**src/rtl/pyc_sync_mem_rd_stream.sv**
```systemverilog
// pyc_sync_mem_rd_stream
// Read front-end for a synchronous 1R1W memory. It turns a valid/ready
// request stream into single-cycle read enables. The read data returns one
// cycle later and is queued with its tag in a small response FIFO.
// req_ready counts both queued entries and the read still in flight as used
// credits. A read is therefore only issued when a FIFO slot is already
// reserved for its data, and no response is ever dropped under backpressure.
module pyc_sync_mem_rd_stream #(
    parameter int ADDR_WIDTH = 64,
    parameter int DATA_WIDTH = 64,
    parameter int TAG_WIDTH  = 8,
    parameter int FIFO_DEPTH = 4
) (
    input  logic                               clk,
    input  logic                               rst,
    input  logic                               req_valid,
    output logic                               req_ready,
    input  logic [ADDR_WIDTH-1:0]              req_addr,
    input  logic [TAG_WIDTH-1:0]               req_tag,
    output logic                               mem_ren,
    output logic [ADDR_WIDTH-1:0]              mem_raddr,
    input  logic [DATA_WIDTH-1:0]              mem_rdata,
    output logic                               resp_valid,
    input  logic                               resp_ready,
    output logic [DATA_WIDTH-1:0]              resp_data,
    output logic [TAG_WIDTH-1:0]               resp_tag,
    output logic [$clog2(FIFO_DEPTH+1)-1:0]    occupancy
);

    localparam int PTR_W = (FIFO_DEPTH > 1) ? $clog2(FIFO_DEPTH) : 1;
    localparam int CNT_W = $clog2(FIFO_DEPTH + 1);
    localparam logic [PTR_W-1:0] LAST_PTR  = PTR_W'(FIFO_DEPTH - 1);
    localparam logic [CNT_W-1:0] DEPTH_CNT = CNT_W'(FIFO_DEPTH);

    // The pointer wraps explicitly at the last slot, so any depth works,
    // not only a power of two.
    function automatic logic [PTR_W-1:0] ptr_next(input logic [PTR_W-1:0] p);
        return (p == LAST_PTR) ? '0 : p + PTR_W'(1);
    endfunction

    logic                  inflight_p1;
    logic [TAG_WIDTH-1:0]  inflight_tag_p1;

    logic [DATA_WIDTH-1:0] fifo_data [FIFO_DEPTH];
    logic [TAG_WIDTH-1:0]  fifo_tag  [FIFO_DEPTH];
    logic [PTR_W-1:0]      rd_ptr;
    logic [PTR_W-1:0]      wr_ptr;
    logic [CNT_W-1:0]      fifo_count;

    logic [CNT_W-1:0]      occ;
    logic                  fire_p0;
    logic                  push_p1;
    logic                  pop;

    // ---- stage p0: request issue (registered credits only, no path from resp_ready)
    assign occ       = fifo_count + CNT_W'(inflight_p1);
    assign req_ready = (occ < DEPTH_CNT);
    assign fire_p0   = req_valid && req_ready && rst;
    assign mem_ren   = fire_p0;
    assign mem_raddr = req_addr;
    assign occupancy = occ;

    // ---- stage p1: memory data returns and is captured into the FIFO
    assign push_p1 = inflight_p1;

    // ---- response side: FIFO head
    assign resp_valid = (fifo_count != '0);
    assign resp_data  = fifo_data[rd_ptr];
    assign resp_tag   = fifo_tag[rd_ptr];
    assign pop        = resp_valid && resp_ready;

    // Control state: the in-flight flag, the FIFO pointers and the entry count.
    always_ff @(posedge clk) begin
        if (!rst) begin
            inflight_p1 <= 1'b0;
            rd_ptr      <= '0;
            wr_ptr      <= '0;
            fifo_count  <= '0;
        end else begin
            inflight_p1 <= fire_p0;
            if (push_p1) begin
                wr_ptr <= ptr_next(wr_ptr);
            end
            if (pop) begin
                rd_ptr <= ptr_next(rd_ptr);
            end
            case ({push_p1, pop})
                2'b10:   fifo_count <= fifo_count + CNT_W'(1);
                2'b01:   fifo_count <= fifo_count - CNT_W'(1);
                default: fifo_count <= fifo_count;
            endcase
        end
    end

    // Datapath: the tag travels with the read, then data and tag go into the FIFO slot.
    always_ff @(posedge clk) begin
        if (fire_p0) begin
            inflight_tag_p1 <= req_tag;
        end
        if (push_p1) begin
            fifo_data[wr_ptr] <= mem_rdata;
            fifo_tag[wr_ptr]  <= inflight_tag_p1;
        end
    end

endmodule

```
**config.mk**
```make
export PLATFORM = sky130hd
export DESIGN_NAME = pyc_sync_mem_rd_stream
export DESIGN_NICKNAME = d
export VERILOG_FILES = /design/src/rtl/pyc_sync_mem_rd_stream.sv
export SDC_FILE = /design/constraint.sdc
export NUM_CORES = 1
export LEC_CHECK = 0
export CELL_PAD_IN_SITES_DETAIL_PLACEMENT = 0
export CELL_PAD_IN_SITES_GLOBAL_PLACEMENT = 1
export CORE_UTILIZATION = 25
export CTS_CLUSTER_DIAMETER = 50
export CTS_CLUSTER_SIZE = 12
export DETAILED_ROUTE_END_ITERATION = 10
export GPL_ROUTABILITY_DRIVEN = 0
export PLACE_DENSITY = 0.54
export SKIP_CTS_REPAIR_TIMING = 1
export SYNTH_ARGS = -nofsm -noshare
export SYNTH_HDL_FRONTEND = slang
export SYNTH_SLANG_ARGS = --single-unit
```
**constraint.sdc**
```tcl
create_clock -name clk -period 2.81 [get_ports clk]
set_input_delay 0.562 -clock clk [delete_from_list [all_inputs] [get_ports clk]]
set_output_delay 0.562 -clock clk [all_outputs]
set_load 0.1 [all_outputs]
```
Word-level counts from Yosys, hierarchy flattened
Memories as Yosys holds them, arrays and structs flattened. A register that Yosys moved wholly into a read port is not among the register bits.
Cells that the tools add are included.
{"block": "totals", "inputBits": 140, "ramBits": 288, "output_inout_bits": 142, "mem_count": 2, "reg_bits": 16, "wordCells": 31}
{"block": "op_classes", "n_mux": 9, "addsub": 5, "n_eq_ne": 4, "n_reduce_logical": 5, "n_lt_le_gt_ge": 1}
{"name": "fifo_data", "depth": 4, "width": 64, "rd": 1, "rd_ports_with_merged_regs": 1, "wr": 1, "line_no": "44", "rtl": "logic [DATA_WIDTH-1:0] fifo_data [FIFO_DEPTH];"}
{"name": "fifo_tag", "depth": 4, "width": 8, "rd": 1, "rd_ports_with_merged_regs": 1, "wr": 1, "line_no": "45", "rtl": "logic [TAG_WIDTH-1:0] fifo_tag [FIFO_DEPTH];"}
{"op": "2-bit two-way mux", "count": 6}
{"op": "2-bit == test, second input constant", "count": 3}
{"op": "3-bit one-hot mux with 2 select lines", "count": 1}
{"op": "2-bit by 1-bit adder with 2-bit output, second input constant", "count": 2}
{"op": "3-bit by 1-bit adder with 3-bit output", "count": 1}
{"op": "3-bit by 1-bit adder with 3-bit output, second input constant", "count": 1}
{"op": "1-bit logical AND", "count": 3}
{"op": "3-bit < comparator, second input constant", "count": 1}
{"op": "3-bit nonzero test", "count": 1}
{"op": "3-bit by 1-bit subtractor with 3-bit output, second input constant", "count": 1}
{"op": "2-bit by 1-bit == test with 1-bit output, second input constant", "count": 1}
{"op": "1-bit two-way mux", "count": 2}
{"op": "2-bit nonzero test", "count": 1}

Depth between registers and ports, before layout
Gate-level depths: netlist of run 1.
{"block": "logic_depth", "ltp_word": 4, "mapped_depth": 8, "depth_no_buf": 8}

Least setup slack after synthesis of run 1
No wires, ideal clock.
{"block": "synth_path", "path_kind": "reg2out", "from": "reg inflight_p1", "to": "out mem_ren", "t_arrival_ns": 3.539, "slack_ns": -1.291, "required_ns": 2.248, "path_buffers": 0, "path_stages_with_launch": 5, "cell_sequence": "dfxtp_1 -> ha_1 -> ha_1 -> xnor2_1 -> and3_1"}
{"block": "synth_between", "elab_chain_len": 4}
{"item": "from (decl)", "line_no": "41", "rtl": "logic inflight_p1;"}
{"item": "from (signal assigned)", "line_no": "80", "rtl": "inflight_p1 <= fire_p0;"}
{"item": "3-bit by 1-bit adder with 3-bit output", "line_no": "56", "rtl": "assign occ = fifo_count + CNT_W'(inflight_p1);"}
{"item": "3-bit < comparator", "line_no": "57", "rtl": "assign req_ready = (occ < DEPTH_CNT);"}
{"item": "named net req_ready", "line_no": "17", "rtl": "output logic req_ready,"}
{"item": "1-bit logical AND (2 in series)", "line_no": "58", "rtl": "assign fire_p0 = req_valid && req_ready && rst;"}
{"item": "to (decl)", "line_no": "20", "rtl": "output logic mem_ren,"}
The timed path passes the listed nets, and every way through them passes these cells.

==> results of run 1 <==
==> worst max-delay path by stage <==
stage | slack (ns) | end | startpoint
after floorplan | 0.12 | mem_ren | inflight_p1
after global placement | 0.32 | fifo_count[2] | resp_ready
after detailed placement | 0.18 | fifo_count[2] | resp_ready
after CTS | -0.09 | resp_tag[0] | register
after global routing | -0.0007 | resp_tag[0] | register
final | 0.13 | resp_tag[0] | register
==> area by class of cell <==
type	count	area share, %
clock inverter	15	1.06
timing repair buffer	172	14.4
multi-input combinational	110	12.9
inverter	8	0.197
clock buffer	48	6.96
tap	600	4.92
sequential	306	59.6
==> per-layer routing <==
layer	up-vias	GRT usage, %
met5	-	0
met4	2	3.61
met3	46	3.95
met2	197	17.0
met1	2712	11.7
li1	2276	-
==> sequential cells by signal (all words and copies together), names as in the netlist, named ones only <==
| signal | count |
|---|---|
| inflight_tag_p1 | 8 |
| fifo_tag | 32 |
| inflight_p1 | 1 |
| fifo_count | 3 |
| wr_ptr | 2 |
| fifo_data | 256 |
| rd_ptr | 2 |
==> cells by family (layout without fill, tap and decap cells) <==
kind of cell	Yosys count	in the layout	synth area share [%]
AND/OR/NAND/NOR	18	18	0.854
XOR/XNOR	3	3	0.224
multiplexers	73	73	14.0
buffers and inverters	89	243	6.01
AO/OA/AOI/OAI	7	7	0.384
adder cells (fa/ha/maj)	9	9	1.02
flip-flops	306	306	77.5
==> Yosys cell counts <==
cell type | instances | area, um2
sky130_fd_sc_hd__edfxtp_1 | 296 | 8890
sky130_fd_sc_hd__mux4_2 | 70 | 1580
sky130_fd_sc_hd__buf_4 | 64 | 480
sky130_fd_sc_hd__dfxtp_1 | 10 | 200
sky130_fd_sc_hd__ha_1 | 8 | 100
sky130_fd_sc_hd__inv_1 | 8 | 30.0
sky130_fd_sc_hd__buf_12 | 7 | 140
sky130_fd_sc_hd__buf_2 | 7 | 35.0
sky130_fd_sc_hd__and2_1 | 6 | 37.5
sky130_fd_sc_hd__nand2_1 | 3 | 11.3
sky130_fd_sc_hd__o21ai_0 | 3 | 15.0
sky130_fd_sc_hd__or3_1 | 3 | 18.8
sky130_fd_sc_hd__a21boi_0 | 2 | 15.0
sky130_fd_sc_hd__and3_1 | 2 | 12.5
sky130_fd_sc_hd__clkbuf_1 | 2 | 7.51
sky130_fd_sc_hd__mux4_1 | 2 | 52.6
sky130_fd_sc_hd__xnor2_1 | 2 | 17.5
sky130_fd_sc_hd__buf_6 | 1 | 11.3
sky130_fd_sc_hd__fa_1 | 1 | 20.0
sky130_fd_sc_hd__mux2i_1 | 1 | 10.0
sky130_fd_sc_hd__nand3_1 | 1 | 5.00
sky130_fd_sc_hd__nor2_1 | 1 | 3.75
sky130_fd_sc_hd__nor2b_1 | 1 | 6.26
sky130_fd_sc_hd__nor3_1 | 1 | 5.00
sky130_fd_sc_hd__o21a_1 | 1 | 7.51
sky130_fd_sc_hd__o31ai_1 | 1 | 7.51
sky130_fd_sc_hd__xor2_1 | 1 | 8.76
==> through the flow <==
| step | hold WS (ns) | total power [mW] | cells | setup TNS (ns) | cell area [um2] |
|---|---|---|---|---|---|
| global route | 0.534 | 15.9 | 1259 | -0.000720 | 15300 |
| floorplan | 0.459 | 9.67 | 505 | 0 | 11700 |
| CTS | 0.504 | 15.6 | 1252 | -2.03 | 15200 |
| detailed placement | 0.490 | 10.8 | 1189 | 0 | 14000 |
| finish | 0.502 | 15.4 | 1259 | 0 | 15300 |
| global placement | 0.472 | 10.7 | 1189 | 0 | 14000 |
==> power by group <==
group | internal [mW] | switching [mW] | total [mW]
sequential | 5.22 | 0.118 | 5.34
clock | 2.88 | 1.82 | 4.69
combinational | 1.81 | 3.54 | 5.35
==> worst max-delay path, stage by stage (launching register included) <==
cell and delay (ns):
sky130_fd_sc_hd__dfxtp_4 0.48, sky130_fd_sc_hd__buf_12 0.26, sky130_fd_sc_hd__mux4_2 0.57, sky130_fd_sc_hd__buf_4 0.26
==> flow_summary_export.csv, run 1 <==
group,metric,value,unit
worst_setup_path,rr_worst_depth,8,
worst_setup_path,worst-path-max-fanout,23,
sta,worst_clock_skew,0.0223,ns
global_route,grt_pass1_vias,5922,
place,hpwl,14.8,mm
worst_setup_path,crit_path_required_time,2.25,ns
synth,postSynthCellCount,505,
sta,drv_slew,0,
route,routed_wire_length_per_instance,18.9,um
global_route,initial_antenna_violation_count,1,
power,p_leak,4.94,nW
sta,timing.final.setup_violations,0,
sta,worst_pin_slew,0.673,ns
cts,cts_inserted_buffers,38,
sta,setup_slack,0.130,ns
floorplan,start_util,25.6,%
route,wl_met2,12.1,mm
floorplan,fp.dieH,219,um
finish,layout_commonest_cell,"sky130_fd_sc_hd__edfxtp_1",
route,postRouteWirelength,23.8,mm
hold_path,hold_end,"fifo_tag[2][6]",
sta,period_share,95.4,%
status,run_status,"finished clean",
synth,syn_area,11700,um2
route,drc,0,
cts,cts.reportedPaths.clkPinSlew,0.06,ns
sta,period_needed,2.68,ns
cts,clk-insertion-delay-late,0.53,ns
worst_setup_path,arrival,2.12,ns
place,io_buffers,153,
hold_path,min-delay-path-class,"register to register",
route,drt_first_iter_violations,228,
finish,finalCoreUtilization,33.3,%
finish,multi_input_area,1960,um2
route,count_of_nets_left_with_antenna_violations_after_detail_routing,0,
worst_setup_path,timing.critical_path.from_type,"register",
synth,ys_seq_elements,306,
worst_setup_path,crit_path_end_kind,"output port",
place,place_ws,0.175,ns
route,route.detailed.vias_per_inst,4.16,
finish,most-common-layout-cells,"sky130_fd_sc_hd__edfxtp_1, sky130_fd_sc_hd__clkdlybuf4s50_1, sky130_fd_sc_hd__mux4_2",
global_route,grt.overflow.total,0,
finish,fillers,4254,
sta,max_freq,0.373,GHz
route,num_vias,5233,
cts,root_buffer,"sky130_fd_sc_hd__clkbuf_16",
finish,area_growth_syn_to_layout,30.1,%
finish,final-seq-area,9100,um2
sta,slew-limit-headroom,55.1,%
finish,finish.net_count,785,
floorplan,fp.dieArea,47800,um2
run,cap_violations,0,
cts,cts_max_path_buffers,3,
route,route.layer.met1.wl,9.49,mm
global_route,maximum_number_of_pins_on_one_net_before_global_route_repair,49,
finish,antenna_cells_inserted,0,
floorplan,fp-row-count,78,
worst_setup_path,timing_worst_setup_path_type,"register to output port",
route,top_signal_layer_used,"met5",
route,routed-wl-met3,1.79,mm
sta,timing.final.hold_violations,0,
global_route,globalRouteTotalUtil,10.1,%
finish,drive_gt1_share,34.7,%
worst_setup_path,critical_path.reg2reg.startpoint,"fifo_count[2]",
synth,synth_seq_area_share,77.5,%
worst_setup_path,worst-r2r-setup-slack,0.69,ns
floorplan,pin_count,282,
floorplan,floorplan.die.width,219,um
global_route,grt_pass1_wl,35.8,mm
cts,clock_tree_from_tritoncts,"done",
floorplan,area_of_the_core,45800,um2
power,power-per-cell-area,1010,nW/um2
cts,cts_htree_levels,2,
worst_setup_path,worst_r2r_endpoint,"fifo_count[2]",
cts,numClockSinks,306,
hold_path,whs_path_depth,0,
power,vdd_ir_drop_max,713,uV
synth,syn_avg_cell_area,23.2,um2
synth,yosysWarnings,0,
route,detail_route.first_pass.iterations,4,
hold_path,hold_path.startpoint,"inflight_tag_p1[6]",
synth,synth_cell_type_count,27,
synth,synth.net_count,654,
Power figures use the tool's default switching activity.
==> run 2: changes to the inputs <==
--- a/config.mk
+++ b/config.mk
@@ -13,7 +13,6 @@
 export DETAILED_ROUTE_END_ITERATION = 10
 export GPL_ROUTABILITY_DRIVEN = 0
 export PLACE_DENSITY = 0.54
-export SKIP_CTS_REPAIR_TIMING = 1
 export SYNTH_ARGS = -nofsm -noshare
 export SYNTH_HDL_FRONTEND = slang
 export SYNTH_SLANG_ARGS = --single-unit
==> run 2 against run 1 <==
Clock skew about the same; via count down 0.42%; sequential power about the same; sequential cell count unchanged; clock power about the same; critical path depth up 1; cell count down 0.24%.
==> flow_summary_export.csv, run 2 (synthesized netlist as in run 1, its figures left out) <==
group,metric,value,unit
route,detail_route.first_pass.iterations,4,
hold_path,hold_path.startpoint,"inflight_tag_p1[6]",
worst_setup_path,timing.critical_path.from_type,"register",
worst_setup_path,crit_chain,"buf_12, buf_12, mux4_2, buf_4",
finish,largest_register_ff_count,256,
cts,numClockSinks,306,
cts,cts_htree_levels,2,
sta,drv_slew,0,
place,place_area,14000,um2
floorplan,fp-row-count,78,
global_route,globalRouteTotalUtil,10.1,%
finish,finalCoreUtilization,33.3,%
floorplan,floorplan.die.width,219,um
hold_path,min-delay-path-class,"register to register",
finish,antenna_cells_inserted,0,
finish,drive_gt1_share,34.5,%
cts,hold_buffers,0,
power,power-per-cell-area,1010,nW/um2
finish,layout_commonest_cell,"sky130_fd_sc_hd__edfxtp_1",
route,num_vias,5211,
run,cap_violations,0,
cts,cts.reportedPaths.clkPinSlew,0.06,ns
worst_setup_path,worst-r2r-setup-slack,0.69,ns
worst_setup_path,path_common_cell,"sky130_fd_sc_hd__buf_12",
cts,cts-resized-gates,0,
sta,unrepaired_setup_endpoints_after_global_routing,"false",
finish,largest_register_by_flop_count,"fifo_data",
worst_setup_path,crit_path_required_time,2.25,ns
status,run_status,"finished clean",
power,p_leak,4.92,nW
sta,finalSetupTns,0,ns
route,count_of_nets_left_with_antenna_violations_after_detail_routing,0,
worst_setup_path,worst-path-max-fanout,23,
global_route,grt_pass1_wl,35.9,mm
sta,worst_pin_slew,0.664,ns
worst_setup_path,worst_r2r_endpoint,"fifo_count[2]",
global_route,maximum_number_of_pins_on_one_net_before_global_route_repair,49,
global_route,initial_antenna_violation_count,1,
sta,slew-limit-headroom,55.8,%
route,postRouteWirelength,23.8,mm
route,drt_first_iter_violations,235,
cts,cts_inserted_buffers,38,
finish,reg.largest.list,"fifo_data (256), fifo_tag (32), inflight_tag_p1 (8)",
global_route,grt_pass1_vias,5943,
worst_setup_path,arrival,2.11,ns
floorplan,pin_count,282,
cts,clock_tree_from_tritoncts,"done",
sta,timing.final.setup_violations,0,
global_route,grt.overflow.total,0,
finish,area_growth_syn_to_layout,30.0,%
finish,most-common-layout-cells,"sky130_fd_sc_hd__edfxtp_1, sky130_fd_sc_hd__clkdlybuf4s50_1, sky130_fd_sc_hd__mux4_2",
floorplan,start_util,25.6,%
cts,clk-insertion-delay-late,0.53,ns
place,hpwl,14.8,mm
worst_setup_path,critical_path.reg2reg.startpoint,"fifo_count[2]",
worst_setup_path,rr_worst_depth,8,
floorplan,area_of_the_core,45800,um2
route,drc,0,
finish,final_design_area_no_fill,15200,um2
worst_setup_path,cpPeakStageDelay,0.57,ns
place,io_buffers,153,
route,route.detailed.vias_per_inst,4.15,
power,vdd_ir_drop_max,713,uV
worst_setup_path,timing_worst_setup_path_type,"register to output port",
worst_setup_path,crit_slowest_cell,"sky130_fd_sc_hd__mux4_2",
floorplan,fp.dieArea,47800,um2
route,routed_wire_length_per_instance,18.9,um
sta,period_share,95.1,%
cts,root_buffer,"sky130_fd_sc_hd__clkbuf_16",
sta,worst_clock_skew,0.0223,ns
hold_path,whs_path_depth,0,
sta,period_needed,2.67,ns
sta,timing.final.hold_violations,0,
floorplan,fp.dieH,219,um
hold_path,hold_end,"fifo_tag[2][6]",
cts,post_cts_setup_buffer_count,4,
cts,cts_max_path_buffers,3,
worst_setup_path,crit_path_end_kind,"output port",
finish,finish.net_count,782,
sta,max_freq,0.374,GHz
## run 2: cell count changes in the layout (fill, tap and decap cells not counted)
cell,previous run,this run
sky130_fd_sc_hd__buf_12,57,58
sky130_fd_sc_hd__buf_4,40,36
## run 2: where the power goes
| group | switching, mW | internal, mW |
|---|---|---|
| clock network | 1.82 | 2.88 |
| registers | 0.102 | 5.22 |
| logic | 3.56 | 1.81 |
## run 2: layout make-up
class | count | area (um2)
Inverter | 8 | 30.0
Timing Repair Buffer | 169 | 2180
Fill cell | 4255 | 30500
Tap cell | 600 | 751
Multi-Input combinational cell | 110 | 1960
Clock buffer | 48 | 1060
Clock inverter | 15 | 161
Sequential cell | 306 | 9100
## run 2: per-stage QoR
step                setup slack (ns)  total power [mW]  hold WS [ns]  cells
floorplan                      0.123              9.67         0.459    505
global placement               0.315              10.7         0.472   1189
detailed placement             0.175              10.8         0.490   1189
CTS                           0.0537              15.6         0.504   1256
global route                  0.0118              15.9         0.534   1256
finish                         0.138              15.4         0.501   1256
## run 2: worst max-delay path by stage
stage | startpoint | to | slack, ns | depth (start not counted)
6_report | register | resp_tag[0] | 0.14 | 4
2_1_floorplan | inflight_p1 | mem_ren | 0.12 | 4
4_1_cts | register | resp_tag[0] | 0.05 | 4
3_5_place_dp | resp_ready | fifo_count[2] | 0.18 | 9
5_1_grt | register | resp_tag[0] | 0.01 | 4
3_3_place_gp | resp_ready | fifo_count[2] | 0.32 | 9
## run 2: worst max-delay path, delay by kind of cell (launching register included)
family,cells,cell delay (ns)
buf+inv,3,0.59
mux,1,0.57
flops,1,0.41
## run 2: metal layers
metal	routed length, um	track usage, %
met5	13	0
met4	456	3.61
met2	12100	17.0
met3	1600	3.95
met1	9640	11.7
